--- src/rtl/axi_lite_pkg.sv ---
// Shared AXI4-Lite definitions: response codes and the master FSM state encoding.
package axi_lite_pkg;

    localparam logic [1:0] RESP_OKAY   = 2'b00;
    localparam logic [1:0] RESP_EXOKAY = 2'b01;
    localparam logic [1:0] RESP_SLVERR = 2'b10;
    localparam logic [1:0] RESP_DECERR = 2'b11;

    typedef enum logic [2:0] {
        ST_IDLE,
        ST_WR_REQ,
        ST_WR_RESP,
        ST_RD_REQ,
        ST_RD_DATA,
        ST_RSP
    } mst_state_e;

endpackage

--- src/rtl/axi_lite_wait_timer.sv ---
// Channel-wait counter for the AXI4-Lite master; flags expiry on the cycle the
// wait would reach TIMEOUT_CYCLES so the master can abort on that edge.
module axi_lite_wait_timer #(
    parameter int TIMEOUT_CYCLES = 256
) (
    input  logic clk_i,
    input  logic rst_i,
    input  logic clear_i,
    input  logic en_i,
    output logic expired_o
);

    logic [15:0] count_q, count_d;

    always_comb begin
        count_d = count_q;
        if (clear_i) begin
            count_d = '0;
        end else if (en_i) begin
            count_d = count_q + 16'd1;
        end
    end

    always_ff @(posedge clk_i) begin
        if (rst_i) begin
            count_q <= '0;
        end else begin
            count_q <= count_d;
        end
    end

    // A progressing channel (clear) always wins over expiry in the same cycle.
    assign expired_o = en_i && !clear_i && (count_q == 16'(TIMEOUT_CYCLES - 1));

endmodule

--- src/rtl/axi4_lite_master.sv ---
// AXI4-Lite initiator: one command in flight, every BRESP/RRESP returned.
// Optional channel-wait abort enabled by defining AXI4_LITE_MASTER_TIMEOUT_EN.
module axi4_lite_master
    import axi_lite_pkg::*;
#(
    parameter int ADDR_W         = 32,
    parameter int DATA_W         = 32,
    parameter int TIMEOUT_CYCLES = 256
) (
    input  logic                ACLK,
    input  logic                ARESET,
    input  logic                cmd_valid,
    output logic                cmd_ready,
    input  logic                cmd_write,
    input  logic [ADDR_W-1:0]   cmd_addr,
    input  logic [DATA_W-1:0]   cmd_wdata,
    input  logic [DATA_W/8-1:0] cmd_wstrb,
    output logic                rsp_valid,
    input  logic                rsp_ready,
    output logic [DATA_W-1:0]   rsp_rdata,
    output logic [1:0]          rsp_resp,
    output logic                rsp_timeout,
    output logic [ADDR_W-1:0]   AWADDR,
    output logic                AWVALID,
    input  logic                AWREADY,
    output logic [DATA_W-1:0]   WDATA,
    output logic [DATA_W/8-1:0] WSTRB,
    output logic                WVALID,
    input  logic                WREADY,
    input  logic [1:0]          BRESP,
    input  logic                BVALID,
    output logic                BREADY,
    output logic [ADDR_W-1:0]   ARADDR,
    output logic                ARVALID,
    input  logic                ARREADY,
    input  logic [DATA_W-1:0]   RDATA,
    input  logic [1:0]          RRESP,
    input  logic                RVALID,
    output logic                RREADY
);

    if (TIMEOUT_CYCLES < 1 || TIMEOUT_CYCLES > 65535) begin : g_bad_timeout
        $error("axi4_lite_master: TIMEOUT_CYCLES must be within 1..65535");
    end

    mst_state_e          state_q;
    logic                awvalid_q, wvalid_q, bready_q, arvalid_q, rready_q;
    logic                aw_done_q, w_done_q;
    logic [ADDR_W-1:0]   awaddr_q, araddr_q;
    logic [DATA_W-1:0]   wdata_q, rsp_rdata_q;
    logic [DATA_W/8-1:0] wstrb_q;
    logic                rsp_valid_q;
    logic [1:0]          rsp_resp_q;

    logic aw_hs, w_hs, b_hs, ar_hs, r_hs, wr_req_done;

    assign aw_hs       = awvalid_q && AWREADY;
    assign w_hs        = wvalid_q && WREADY;
    assign b_hs        = bready_q && BVALID;
    assign ar_hs       = arvalid_q && ARREADY;
    assign r_hs        = rready_q && RVALID;
    assign wr_req_done = (state_q == ST_WR_REQ) && (aw_done_q || aw_hs) && (w_done_q || w_hs);

`ifdef AXI4_LITE_MASTER_TIMEOUT_EN
    logic waiting, tmr_clear, tmr_expired, rsp_timeout_q;

    assign waiting   = (state_q == ST_WR_REQ) || (state_q == ST_WR_RESP) ||
                       (state_q == ST_RD_REQ) || (state_q == ST_RD_DATA);
    // Any state-advancing handshake restarts the wait for the next channel.
    assign tmr_clear = !waiting || wr_req_done || b_hs || ar_hs || r_hs;

    axi_lite_wait_timer #(
        .TIMEOUT_CYCLES(TIMEOUT_CYCLES)
    ) u_wait_timer (
        .clk_i    (ACLK),
        .rst_i    (ARESET),
        .clear_i  (tmr_clear),
        .en_i     (waiting),
        .expired_o(tmr_expired)
    );

    assign rsp_timeout = rsp_timeout_q;
`else
    assign rsp_timeout = 1'b0;
`endif

    assign cmd_ready = (state_q == ST_IDLE) && !ARESET;

    always_ff @(posedge ACLK) begin
        if (ARESET) begin
            state_q     <= ST_IDLE;
            awvalid_q   <= 1'b0;
            wvalid_q    <= 1'b0;
            bready_q    <= 1'b0;
            arvalid_q   <= 1'b0;
            rready_q    <= 1'b0;
            aw_done_q   <= 1'b0;
            w_done_q    <= 1'b0;
            awaddr_q    <= '0;
            araddr_q    <= '0;
            wdata_q     <= '0;
            wstrb_q     <= '0;
            rsp_valid_q <= 1'b0;
            rsp_rdata_q <= '0;
            rsp_resp_q  <= RESP_OKAY;
`ifdef AXI4_LITE_MASTER_TIMEOUT_EN
            rsp_timeout_q <= 1'b0;
`endif
        end else begin
            case (state_q)
                ST_IDLE: begin
                    if (cmd_valid && cmd_ready) begin
                        if (cmd_write) begin
                            awaddr_q  <= cmd_addr;
                            wdata_q   <= cmd_wdata;
                            wstrb_q   <= cmd_wstrb;
                            awvalid_q <= 1'b1;
                            wvalid_q  <= 1'b1;
                            aw_done_q <= 1'b0;
                            w_done_q  <= 1'b0;
                            state_q   <= ST_WR_REQ;
                        end else begin
                            araddr_q  <= cmd_addr;
                            arvalid_q <= 1'b1;
                            state_q   <= ST_RD_REQ;
                        end
                    end
                end
                ST_WR_REQ: begin
                    if (aw_hs) begin
                        awvalid_q <= 1'b0;
                        aw_done_q <= 1'b1;
                    end
                    if (w_hs) begin
                        wvalid_q <= 1'b0;
                        w_done_q <= 1'b1;
                    end
                    if (wr_req_done) begin
                        bready_q <= 1'b1;
                        state_q  <= ST_WR_RESP;
                    end
                end
                ST_WR_RESP: begin
                    if (b_hs) begin
                        bready_q    <= 1'b0;
                        rsp_resp_q  <= BRESP;
                        rsp_rdata_q <= '0;
                        rsp_valid_q <= 1'b1;
                        state_q     <= ST_RSP;
                    end
                end
                ST_RD_REQ: begin
                    if (ar_hs) begin
                        arvalid_q <= 1'b0;
                        rready_q  <= 1'b1;
                        state_q   <= ST_RD_DATA;
                    end
                end
                ST_RD_DATA: begin
                    if (r_hs) begin
                        rready_q    <= 1'b0;
                        rsp_resp_q  <= RRESP;
                        rsp_rdata_q <= RDATA;
                        rsp_valid_q <= 1'b1;
                        state_q     <= ST_RSP;
                    end
                end
                ST_RSP: begin
                    if (rsp_ready) begin
                        rsp_valid_q <= 1'b0;
`ifdef AXI4_LITE_MASTER_TIMEOUT_EN
                        rsp_timeout_q <= 1'b0;
`endif
                        state_q     <= ST_IDLE;
                    end
                end
                default: state_q <= ST_IDLE;
            endcase
`ifdef AXI4_LITE_MASTER_TIMEOUT_EN
            // Debug abort: deliberately drops VALIDs before their handshake.
            if (tmr_expired) begin
                awvalid_q     <= 1'b0;
                wvalid_q      <= 1'b0;
                bready_q      <= 1'b0;
                arvalid_q     <= 1'b0;
                rready_q      <= 1'b0;
                rsp_valid_q   <= 1'b1;
                rsp_resp_q    <= RESP_SLVERR;
                rsp_rdata_q   <= '0;
                rsp_timeout_q <= 1'b1;
                state_q       <= ST_RSP;
            end
`endif
        end
    end

    assign AWADDR    = awaddr_q;
    assign AWVALID   = awvalid_q;
    assign WDATA     = wdata_q;
    assign WSTRB     = wstrb_q;
    assign WVALID    = wvalid_q;
    assign BREADY    = bready_q;
    assign ARADDR    = araddr_q;
    assign ARVALID   = arvalid_q;
    assign RREADY    = rready_q;
    assign rsp_valid = rsp_valid_q;
    assign rsp_rdata = rsp_rdata_q;
    assign rsp_resp  = rsp_resp_q;

endmodule

--- config.mk ---
export PLATFORM = sky130hd
export DESIGN_NAME = axi4_lite_master
export DESIGN_NICKNAME = d
export VERILOG_FILES = /design/src/rtl/axi_lite_pkg.sv /design/src/rtl/axi_lite_wait_timer.sv /design/src/rtl/axi4_lite_master.sv
export SDC_FILE = /design/constraint.sdc
export NUM_CORES = 1
export LEC_CHECK = 0
export ABC_AREA = 1
export CAP_MARGIN = 20
export CORE_ASPECT_RATIO = 0.7
export CORE_MARGIN = 4
export CORE_UTILIZATION = 25
export DETAILED_ROUTE_END_ITERATION = 7
export PLACE_DENSITY_LB_ADDON = 0.05
export SLEW_MARGIN = 20
export SYNTH_ARGS = -nofsm -noshare
export SYNTH_HDL_FRONTEND = slang
export SYNTH_SLANG_ARGS = --single-unit
--- constraint.sdc ---
create_clock -name ACLK -period 2.3 [get_ports ACLK]
set_clock_uncertainty 0.2 [all_clocks]
set_input_delay 0.345 -clock ACLK [delete_from_list [all_inputs] [get_ports ACLK]]
set_output_delay 0.345 -clock ACLK [all_outputs]
set_load 0.02 [all_outputs]
==> results.json <==
{
  "r2r_cells": 10,
  "place_ws_ps": 282.2,
  "io_pins": 256,
  "wl_per_cell_microns": 15.27,
  "seq_area_frac_synth_pct": 51.50,
  "cp_slowest_cell": "dlygate4sd2_1",
  "timing.final.crit_share_pct": 88.91,
  "synth_cell_types": 24,
  "r2r-end": "rsp_rdata[23]$_SDFFE_PP0P_",
  "gp_congestion": 0.7418,
  "crit_start": "state_q[2]$_SDFFE_PP0P_",
  "finalWorstPathRequiredPeriod_ps": 2045,
  "min_path_type": "reg2reg",
  "gr-total-overflow": 0,
  "synth_area_per_cell_sq_um": 7.743,
  "grt_util_all_layers_pct": 14.96,
  "area_growth_pct": 59.62,
  "drc_errors": 0,
  "critPathBufInv": 2,
  "cts.clk_slew.worst_paths_ps": 60,
  "grt_start_max_net_pins": 43,
  "ys_ff_latch": 145,
  "nNetsFinal": 1080,
  "vias": 5416,
  "ff_latch_area_sq_um": 2903,
  "grt_first_pass_wirelength_microns": 29960,
  "clk_latency_ps": 410,
  "critical_path.max_fanout": 4,
  "irDropWorstVdd_mv": 0.5377,
  "die_w_microns": 187.5,
  "cts_setup_buffers": 0,
  "hold_violations": 0,
  "dp.cells": 1229,
  "timing.rr.start": "state_q[0]$_SDFFE_PP0P_",
  "crit_type": "reg2out",
  "initialDrtViolationCount": 240,
  "drv_slew": 0,
  "fin_tns_setup_ps": 0,
  "grt_pass1_vias": 5161,
  "slew_headroom_pct": 56.32,
  "reg2reg_slack_ps": 370,
  "power_density_nw_per_um2": 1122,
  "start_kind": "register",
  "status": "completed",
  "drive_above_1_share_pct": 10.73,
  "leakagePower_nw": 3.377,
  "postLayoutSetupSlackWorst_ps": 255.1,
  "row_count": 45,
  "synth_nets": 842,
  "syn_inst": 728,
  "min-delay-start": "w_done_q$_SDFFE_PP0P_",
  "final_cells": 1262,
  "cp.depth": 4,
  "antenna_left": 0,
  "start_util_pct": 25.74,
  "ys_warn_count": 0,
  "netlist_area_sq_um": 5637,
  "setup_viol": 0,
  "htree_levels": 4,
  "cts.repair.resized": 1,
  "critPathCaptureType": "output pin",
  "wl_microns": 19270,
  "n_fill_cell": 2233,
  "cts_sinks": 145,
  "path_cells": "inv_1 > nand2_2 > nor2_4 > dlygate4sd2_1",
  "core_area_sq_um": 21900,
  "die_y_microns": 133.6,
  "cp_top_family": "buffers and inverters",
  "max_freq_ghz": 0.4890,
  "die-area_sq_um": 25050,
  "cts-root-buf": "clkbuf_16",
  "cp.required_ps": 1750,
  "numPortBuffers": 254,
  "hpwl_microns": 13270,
  "max_cap_viol_count": 0,
  "cp_slowest_stage_delay_ps": 390,
  "antenna_found_initial": 2,
  "drt-pass1-iter-count": 4,
  "tightest_slew_ps": 654.2,
  "numCtsBuffers": 17,
  "cts_buffer_depth": 2,
  "multi_input_area_sq_um": 2389,
  "rsz0062_at_grt": "false",
  "crit_path_end": "cmd_ready",
  "cts_hold_buf": 0,
  "arrival_ps": 1500,
  "vias_per_cell": 4.292,
  "cts_tree": "yes"
}
## power breakdown
group	total, mW	internal, mW	switching [mW]	leakage [nW]
sequential	3.30	3.00	0.292	1.18
clock	2.83	1.68	1.15	0.290
combinational	3.97	1.72	2.25	1.91
total	10.1	6.41	3.69	3.38
## cell usage after synthesis, drive strengths merged
cell type	count	area share [%]
inv	12	0.80
nor2	250	17
conb	1	0.067
o21ai	135	14
a21oi	17	1.5
nand2	66	5.3
dfxtp	145	51
buf	20	3.1
nand3	49	4.6
nand4	1	0.11
clkbuf	32	2.3
## worst min path at each step
| stage | end | cells past startpoint | slack (ps) |
|---|---|---|---|
| 2_1_floorplan | aw_done_q$_SDFFE_PP0P_ | 2 | 240 |
| 3_5_place_dp | w_done_q$_SDFFE_PP0P_ | 2 | 260 |
| 5_1_grt | aw_done_q$_SDFFE_PP0P_ | 2 | 280 |
| 3_3_place_gp | w_done_q$_SDFFE_PP0P_ | 2 | 250 |
| 6_report | w_done_q$_SDFFE_PP0P_ | 2 | 260 |
| 4_1_cts | w_done_q$_SDFFE_PP0P_ | 2 | 270 |
## metal layers
metal | global-route usage [%] | share of wire (%)
met3 | 5.736 | 7.7
met2 | 21.93 | 41
met4 | 4.116 | 1.1
met5 | 0 | 0.067
met1 | 20.58 | 50
## area by class of cell
type	count	area share (%)
multi-input combinational	519	26.55
timing repair buffer	271	30.02
tap	282	3.922
clock buffer	20	5.076
sequential	145	32.26
antenna	1	0.02781
clock inverter	12	1.641
inverter	12	0.5006
## stage by stage
stage / area (sq um) / total power, mW / hold slack, ps / util, %
global route: 8997 / 10.73 / 283.8 / 41.08
detailed placement: 8392 / 7.365 / 256.8 / 38.31
CTS: 8995 / 10.27 / 266.0 / 41.07
finish: 8997 / 10.10 / 264.5 / 41.08
floorplan: 5637 / 5.830 / 239.3 / -
global placement: 8392 / 7.376 / 253.3 / 38.31
## worst register-to-register path, stage by stage, from the launching register on
cell and delay (ps):
dfxtp_1 320, nor2_2 130, buf_4 300, nand2_4 120, nand2_2 100, nand3_2 80
inv_2 110, buf_12 220, nand2_1 110, o21ai_1 80, nor2_1 40
## cells by family after synthesis
family	share of synthesized area, %
AND/OR/NAND/NOR	27.01
flip-flops	51.50
AO/OA/AOI/OAI	15.29
other	0.06653
buffers and inverters	6.126
## sequential cells by signal, indices dropped and copies added, names as in the netlist
signal,flops
state_q,3
WVALID,1
ARVALID,1
RREADY,1
rsp_valid,1
ARADDR,32
rsp_resp,2
aw_done_q,1
WSTRB,4
AWVALID,1
BREADY,1
WDATA,32
AWADDR,32
rsp_rdata,32
w_done_q,1
## placed cells by master, fill, tap and decap left out
cell type,synthesis,layout
a21oi_1,17,17
buf_12,0,3
buf_2,9,1
buf_4,2,14
bufinv_16,0,2
clkbuf_1,28,1
clkbuf_16,0,17
clkbuf_8,0,2
clkdlybuf4s50_1,0,252
clkinv_4,0,4
clkinvlp_4,0,2
conb_1,1,1
dfxtp_1,145,145
diode_2,0,1
dlygate4sd2_1,0,1
inv_1,9,8
inv_2,3,4
inv_6,0,3
inv_8,0,1
nand2_1,47,47
nand2_2,18,18
nand2_4,1,1
nand3_1,46,46
nand3_2,3,3
nand4_1,1,1
nor2_1,247,247
nor2_2,1,1
nor2_4,2,2
o21ai_0,103,103
o21ai_1,5,5
o21ai_2,27,27
Power figures use the tool's default switching activity.
